[config.mk]
export PLATFORM = sky130hd
export DESIGN_NAME = axil_stream_reader
export DESIGN_NICKNAME = d
export VERILOG_FILES = /design/src/rtl/axil_stream_reader.sv
export SDC_FILE = /design/constraint.sdc
export NUM_CORES = 1
export LEC_CHECK = 0
export ABC_CLOCK_PERIOD_IN_PS = 5000
export BUFFER_PORTS_ARGS = -buffer_cell sky130_fd_sc_hd__buf_2
export CELL_PAD_IN_SITES_DETAIL_PLACEMENT = 0
export CELL_PAD_IN_SITES_GLOBAL_PLACEMENT = 1
export CORE_MARGIN = 3
export CORE_UTILIZATION = 45
export CTS_CLUSTER_SIZE = 10
export DETAILED_ROUTE_END_ITERATION = 8
export PLACE_DENSITY = 0.79
export SYNTH_ARGS = -nofsm -noshare
export SYNTH_HDL_FRONTEND = slang
export SYNTH_SLANG_ARGS = --single-unit
[constraint.sdc]
create_clock -name clk -period 5 [get_ports clk]
set_input_delay 0.5 -clock clk [delete_from_list [all_inputs] [get_ports clk]]
set_output_delay 0.5 -clock clk [all_outputs]
set_load 0.02 [all_outputs]
[src/rtl/axil_stream_reader.sv]
// axil_stream_reader: reads a block of words over AXI-Lite and replays it as an AXI-Stream.
module axil_stream_reader #(
  parameter int unsigned DATA_WIDTH = 32,
  parameter int unsigned ADDR_WIDTH = 9,
  parameter int unsigned STRB_WIDTH = DATA_WIDTH / 8,
  parameter int unsigned LEN_WIDTH  = 8,
  parameter int unsigned FIFO_DEPTH = 4
) (
  input  logic                  clk,
  input  logic                  rstn,
  input  logic                  start,
  input  logic [ADDR_WIDTH-1:0] base_addr,
  input  logic [LEN_WIDTH-1:0]  length,
  output logic                  busy,
  output logic                  done,
  output logic                  error,
  output logic [ADDR_WIDTH-1:0] m_axil_araddr,
  output logic [2:0]            m_axil_arprot,
  output logic                  m_axil_arvalid,
  input  logic                  m_axil_arready,
  input  logic [DATA_WIDTH-1:0] m_axil_rdata,
  input  logic [1:0]            m_axil_rresp,
  input  logic                  m_axil_rvalid,
  output logic                  m_axil_rready,
  output logic [DATA_WIDTH-1:0] m_axis_tdata,
  output logic                  m_axis_tvalid,
  input  logic                  m_axis_tready,
  output logic                  m_axis_tlast
);

  localparam int unsigned CNT_W    = LEN_WIDTH + 1;
  localparam int unsigned PTR_W    = $clog2(FIFO_DEPTH);
  localparam int unsigned ADDR_LSB = $clog2(STRB_WIDTH);
  localparam logic [ADDR_WIDTH-1:0] ALIGN_MASK = ~ADDR_WIDTH'(STRB_WIDTH - 1);

  typedef enum logic [1:0] {
    ST_IDLE = 2'd0,
    ST_RUN  = 2'd1,
    ST_DONE = 2'd2
  } state_t;

  state_t                state_q, state_n;
  logic [ADDR_WIDTH-1:0] base_q, base_n;
  logic [LEN_WIDTH-1:0]  len_q, len_n;
  logic [CNT_W-1:0]      issued_q, issued_n;
  logic [CNT_W-1:0]      returned_q, returned_n;
  logic [CNT_W-1:0]      sent_q, sent_n;
  logic                  arvalid_q, arvalid_n;
  logic [ADDR_WIDTH-1:0] araddr_q, araddr_n;
  logic                  rready_q, rready_n;
  logic                  tvalid_q, tvalid_n;
  logic [DATA_WIDTH-1:0] tdata_q, tdata_n;
  logic                  tlast_q, tlast_n;
  logic                  busy_q, busy_n;
  logic                  done_q, done_n;
  logic                  error_q, error_n;

  logic [DATA_WIDTH-1:0] mem [FIFO_DEPTH];

  logic ar_hs, r_hs, beat;

  assign ar_hs = arvalid_q & m_axil_arready;
  assign r_hs  = m_axil_rvalid & rready_q;
  assign beat  = tvalid_q & m_axis_tready;

  assign busy           = busy_q;
  assign done           = done_q;
  assign error          = error_q;
  assign m_axil_araddr  = araddr_q;
  assign m_axil_arprot  = 3'b000;
  assign m_axil_arvalid = arvalid_q;
  assign m_axil_rready  = rready_q;
  assign m_axis_tdata   = tdata_q;
  assign m_axis_tvalid  = tvalid_q;
  assign m_axis_tlast   = tlast_q;

  // FIFO storage; write slot is the low bits of the returned-word count.
  always_ff @(posedge clk) begin
    if (r_hs) mem[returned_q[PTR_W-1:0]] <= m_axil_rdata;
  end

  // State, counters and registered outputs.
  always_ff @(posedge clk or negedge rstn) begin
    if (!rstn) begin
      state_q    <= ST_IDLE;
      base_q     <= '0;
      len_q      <= '0;
      issued_q   <= '0;
      returned_q <= '0;
      sent_q     <= '0;
      arvalid_q  <= 1'b0;
      araddr_q   <= '0;
      rready_q   <= 1'b0;
      tvalid_q   <= 1'b0;
      tdata_q    <= '0;
      tlast_q    <= 1'b0;
      busy_q     <= 1'b0;
      done_q     <= 1'b0;
      error_q    <= 1'b0;
    end else begin
      state_q    <= state_n;
      base_q     <= base_n;
      len_q      <= len_n;
      issued_q   <= issued_n;
      returned_q <= returned_n;
      sent_q     <= sent_n;
      arvalid_q  <= arvalid_n;
      araddr_q   <= araddr_n;
      rready_q   <= rready_n;
      tvalid_q   <= tvalid_n;
      tdata_q    <= tdata_n;
      tlast_q    <= tlast_n;
      busy_q     <= busy_n;
      done_q     <= done_n;
      error_q    <= error_n;
    end
  end

  // Next-state, credit-limited address issue and FIFO head prefetch.
  always_comb begin
    state_n    = state_q;
    base_n     = base_q;
    len_n      = len_q;
    issued_n   = issued_q;
    returned_n = returned_q;
    sent_n     = sent_q;
    arvalid_n  = 1'b0;
    araddr_n   = araddr_q;
    tdata_n    = tdata_q;
    tlast_n    = 1'b0;
    error_n    = error_q;

    case (state_q)
      ST_IDLE: begin
        if (start) begin
          base_n     = base_addr & ALIGN_MASK;
          len_n      = length;
          issued_n   = '0;
          returned_n = '0;
          sent_n     = '0;
          error_n    = 1'b0;
          state_n    = (length == '0) ? ST_DONE : ST_RUN;
        end
      end
      ST_RUN: begin
        issued_n   = issued_q + CNT_W'(ar_hs);
        returned_n = returned_q + CNT_W'(r_hs);
        sent_n     = sent_q + CNT_W'(beat);
        if (r_hs && (m_axil_rresp != 2'b00)) error_n = 1'b1;
        if (beat && tlast_q) state_n = ST_DONE;
      end
      ST_DONE: state_n = ST_IDLE;
      default: state_n = ST_IDLE;
    endcase

    // A request is only raised when its response already has a FIFO slot.
    if (state_n == ST_RUN) begin
      arvalid_n = (arvalid_q && !m_axil_arready) ||
                  ((issued_n < {1'b0, len_n}) &&
                   ((issued_n - sent_n) < CNT_W'(FIFO_DEPTH)));
      araddr_n  = base_n + (ADDR_WIDTH'(issued_n) << ADDR_LSB);
    end

    rready_n = (state_n == ST_RUN);
    busy_n   = (state_n == ST_RUN);
    done_n   = (state_n == ST_DONE);

    // Occupancy is returned - sent, never more than FIFO_DEPTH.
    tvalid_n = (returned_n != sent_n);
    if (tvalid_n) begin
      // Bypass the word being written when it becomes the new head.
      if (r_hs && (returned_q[PTR_W-1:0] == sent_n[PTR_W-1:0]))
        tdata_n = m_axil_rdata;
      else
        tdata_n = mem[sent_n[PTR_W-1:0]];
      tlast_n = (sent_n == ({1'b0, len_n} - CNT_W'(1)));
    end
  end

endmodule
# == Yosys cells after proc, flatten, opt, wreduce, memory -nomap -nowiden ==
# Memory sizes are Yosys's and may differ from the RTL's. A register that Yosys moved wholly into a read port is not among the register bits.
# Index checks and enable logic that the tools add are counted.
# word_totals
register_bits,61
ram_bits,128
in_bits,57
out_inout_bits,51
memories,1
# memory_table
memory,words,width,rd,rd_ports_with_merged_regs,write_ports,line_no,text
mem,4,32,1,1,1,58,logic [DATA_WIDTH-1:0] mem [FIFO_DEPTH];
# classes
add_sub_neg,6
magnitude_cmp,2
eq_ne,7
mux,21
bitwise_logic,3
n_reduce_logical,12
# op_table
cell,n
$pmux W9 S2,3
$mux W9,5
$add A9 B1 Y9,3
$mux W8,2
$add A9 B9 Y9,1
$eq A9 B9 Y1,1
$lt A9 B3 Y1 const B,1
$lt A9 B8 Y1,1
$ne A9 B9 Y1,1
$sub A8 B1 Y9 const B,1
$sub A9 B9 Y9,1
$logic_not A8 Y1,1
$mux W1,6
$mux W2,3
$eq A2 B1 Y1 const B,2
$logic_and A1 B1 Y1,4
$ne A2 B2 Y1 const B,2
$pmux W2 S2,1
$reduce_bool A2 Y1,2
$and A1 B1 Y1,3
$reduce_and A3 Y1,1
$eq A2 B2 Y1 const B,1
$logic_not A1 Y1,2
$logic_not A2 Y1,1
other kinds (2),2

# == Logic depth before layout (Yosys ltp) ==
# depth
ltp_word,8
ltp_mapped,16
ltp_nobuf,15

# == Worst setup path after synthesis ==
# OpenSTA, ideal clock, no wires.
# synth_timing
path_type,input to register
start,input port m_axis_tready
end,register arvalid_q (netlist: m_axil_arvalid)
setup_time_ns,0.104
arrival_time_ns,3.460
path_slack_ns,1.437
stages,12
path_buffers,2
cell_sequence,and2_1 > ha_1 > ha_1 > a22oi_2 > clkbuf_1 > clkbuf_1 > ha_1 > o21a_1 > or4_1 > a221oi_1 > nand4_1 > o41ai_2
# synth_between
elab_chain_len,8
word_cells_on_any_way,12
# synth_lines
item,line_no,text
"start, declared",27,"input logic m_axis_tready,"
$and A1 B1 Y1 (*),64,assign beat = tvalid_q & m_axis_tready;
$add A9 B1 Y9,148,sent_n = sent_q + CNT_W'(beat);
$pmux W9 S2,133,case (state_q)
$sub A9 B9 Y9,160,((issued_n - sent_n) < CNT_W'(FIFO_DEPTH)));
$lt A9 B3 Y1,160,
$logic_and A1 B1 Y1,159,"((issued_n < {1'b0, len_n}) &&"
$logic_or A1 B1 Y1,158,arvalid_n = (arvalid_q && !m_axil_arready) ||
$mux W1 (*),157,if (state_n == ST_RUN) begin
via arvalid_n,48,"logic arvalid_q, arvalid_n;"
"end signal, assigned",107,arvalid_q <= arvalid_n;
"end, declared",48,
# The timed path passes the listed nets; every way through them passes the cells marked *.
# A chain may end at the register's enable or synchronous reset.

# == Final worst setup path ==
# layout_timing
start,register tvalid_q (netlist: m_axis_tvalid)
end,register arvalid_q (netlist: m_axil_arvalid)
# layout_between
elab_chain_len,8
word_cells_on_any_way,12
# layout_lines
item,line_no,text
"start, declared",51,"logic tvalid_q, tvalid_n;"
"start signal, assigned",110,tvalid_q <= tvalid_n;
$and A1 B1 Y1,64,
$add A9 B1 Y9,148,
$pmux W9 S2,133,
via sent_n[2],47,"logic [CNT_W-1:0] sent_q, sent_n;"
$sub A9 B9 Y9,160,
$lt A9 B3 Y1,160,
$logic_and A1 B1 Y1,159,
$logic_or A1 B1 Y1,158,
$mux W1,157,
via arvalid_n,48,
# The timed path passes the listed nets, and every way through them passes these cells.

==> impl_metrics.tcl <==
set metrics [dict create \
    syn_inst 924 \
    path_max_fanout 7 \
    yosysMostFrequentCell "nand2_1" \
    startpoint_type "flip-flop" \
    finClkSkew_ps 9.97 \
    drtIter0Drc 372 \
    grt_max_degree 65 \
    yosys.area.top_type "edfxtp_1" \
    critical_path_class "reg -> reg" \
    wire_per_inst_um 17.2 \
    ir_drop_v 0.000500 \
    arrival_ps 4120 \
    setup_viol 0 \
    slew_viol_final 0 \
    cts_tree "done" \
    clk_pin_slew_ps 60 \
    synth_common_cells "247 x nand2_1, 128 x edfxtp_1, 93 x dfrtp_1" \
    fin_crit_sh_pct 73.9 \
    clkSinkCount 221 \
    maxCapViolations 0 \
    pwr_density_cell_mw_per_mm2 741 \
    cts_hold_buf 1 \
    place.port_buffers 102 \
    wl_um 22900 \
    hold_slack_ps 198 \
    first_global_vias 7008 \
    gp_congestion 0.822 \
    drcViolationCount 0 \
    synth_top_area_share_pct 36.9 \
    post-cts-setup-buffers 0 \
    vias 7079 \
    synth-edff-count 128 \
    multi_input_area_mm2 0.00392 \
    period_minus_slack_ps 3700 \
    num_rows 55 \
    worstHoldPathType "in -> reg" \
    grt_overflow_total 0 \
    fin_nets 1112 \
    grt_pass1_wl_um 37100 \
    rsz0062_at_grt "false" \
    power.total_mw 8.87 \
    io-pin-count 108 \
    initial_core_util_pct 45.8 \
    cts-htree-levels 1 \
    area_growth_pct 15.0 \
    yosysUniqueCellTypes 70 \
    insertion_delay_ps 530 \
    first_pass_iters 5 \
    synth-seq-cells 221 \
    yosysSeqAreaShare_pct 59.3 \
    coreArea_mm2 0.0227 \
    fillers 1994 \
    yosys_warnings 0 \
    netlist_area_mm2 0.0104 \
    vias_per_cell 5.33 \
    fin_ws_ps 1300 \
    dieArea_mm2 0.0250 \
    grt_usage_pct 18.7 \
    relSlewSlack_pct 46.7 \
    synth_flop_cell "edfxtp_1" \
    critical_path_required_ps 5420 \
    numCtsBuffers 26 \
    fmax_ghz 0.271 \
    die_h_um 158 \
    syn_area_per_cell_um2 11.3 \
    outcome "complete, no violations" \
    diodes 0 \
    regArea_mm2 0.00617 \
    dpl.hpwl_um 14300 \
    cts_resized 0 \
    timing.setup.tns_ps 0 \
    tightest_slew_ps 778 \
    antenna_found_initial 3 \
    clock_path_buffers 3 \
    pre_cts_ws_ps 1060 \
    die-width_um 158 \
    ant_nets 0 \
    leakage_nw 5.17 \
    async_flop_share_pct 42.1 \
    synth_area_leaders "edfxtp_1 37%, dfrtp_1 22%, nand2_1 8.9%" \
    finalHoldViolations 0 \
    layout-drive-gt1-share_pct 19.8 \
    end_kind "flip-flop" \
    root_buffer "clkbuf_16" \
]
==> through the flow <==
step | cell area [um^2] | util (%) | std cells
final | 12000 | 52.7 | 1328
after global routing | 12000 | 52.7 | 1328
after CTS | 12000 | 52.7 | 1328
after detailed placement | 11200 | 49.4 | 1284
after global placement | 11200 | 49.4 | 1284
after floorplan | 10400 | - | 926
==> state kept, by name, indices dropped and copies added, names as in the netlist <==
register and cells:
base_q 9, busy 1, len_q 8, error 1, mem 128, issued_q 9
m_axis_tdata 32, m_axis_tvalid 1, state_q 2, m_axil_arvalid 1, returned_q 9, m_axil_araddr 9
m_axis_tlast 1, done 1, sent_q 9
==> cell usage in the layout, fill, tap and decap left out, types with 14 or more instances in the layout <==
cell type  Yosys  routed
nand2_1      247     247
edfxtp_1     128     128
buf_2          8     101
dfrtp_1       93      93
o21ai_0       79      79
nand3_1       47      47
mux2_4        28      28
inv_1         28      27
ha_1          26      26
clkbuf_16      0      26
xnor2_1       22      22
buf_4          4      21
mux2i_1       14      14
a21oi_1       14      14
==> final timing paths <==
path                                              startpoint                      endpoint  slack [ps]  cells after the start
min in group asynchronous                               rstn  m_axil_araddr[5]$_DFFE_PN0P_         520                      2
worst max-delay path                 m_axis_tvalid$_DFF_PN0_      m_axil_arvalid$_DFF_PN0_        1300                     15
worst min register to register  m_axil_araddr[4]$_DFFE_PN0P_  m_axil_araddr[4]$_DFFE_PN0P_         470                      2
max in group asynchronous                               rstn           sent_q[0]$_DFF_PN0_        3360                      3
worst max register to register       m_axis_tvalid$_DFF_PN0_      m_axil_arvalid$_DFF_PN0_        1300                     15
worst min-delay path                        m_axil_rdata[28]          mem[1][28]$_DFFE_PP_         200                      1
==> critical path, stage by stage, from the launching register on <==
cell	delay (ps)
dfrtp_1	330
and2_1	210
ha_1	210
ha_1	210
nor3b_1	190
a21oi_1	60
o21ai_1	540
inv_1	100
ha_1	360
nand2_1	100
nand2_1	70
a2111oi_0	410
a21oi_1	180
o211ai_1	190
nand4_1	120
o41ai_2	320
==> logic make-up (layout without fill, tap and decap cells) <==
family / Yosys count / after routing / share of synthesized area (%)
simple gates: 366 / 366 / 15.7
flops: 221 / 221 / 59.3
compound gates: 147 / 147 / 8.92
buf+inv: 78 / 195 / 3.41
mux: 51 / 51 / 6.38
xor+xnor: 33 / 33 / 2.91
fa+ha+maj: 27 / 27 / 3.32
other cells: 1 / 3 / 0.0360
==> power breakdown <==
| group | internal (mW) | switching [mW] | leakage, nW |
|---|---|---|---|
| logic | 1.92 | 2.56 | 2.47 |
| clock network | 0.986 | 0.688 | 0.361 |
| registers | 2.50 | 0.221 | 2.33 |
| total | 5.40 | 3.47 | 5.17 |
==> layout make-up <==
| type | instances | area share, % |
|---|---|---|
| sequential | 221 | 51.5 |
| multi-input combinational | 627 | 32.7 |
| clock buffer | 41 | 6.07 |
| timing repair buffer | 123 | 5.62 |
| tap | 285 | 2.98 |
| inverter | 29 | 0.909 |
| clock inverter | 2 | 0.178 |
==> layer usage <==
metal  global-route usage (%)  up-vias  part of all wire (%)
li1                         -     3459                     -
met1                     25.3     3450                    46
met2                     31.6      123                    48
met3                     3.20       41                   4.3
met4                     4.51        6                   1.9
met5                        0        -                  0.15
Power figures use the tool's default switching activity.
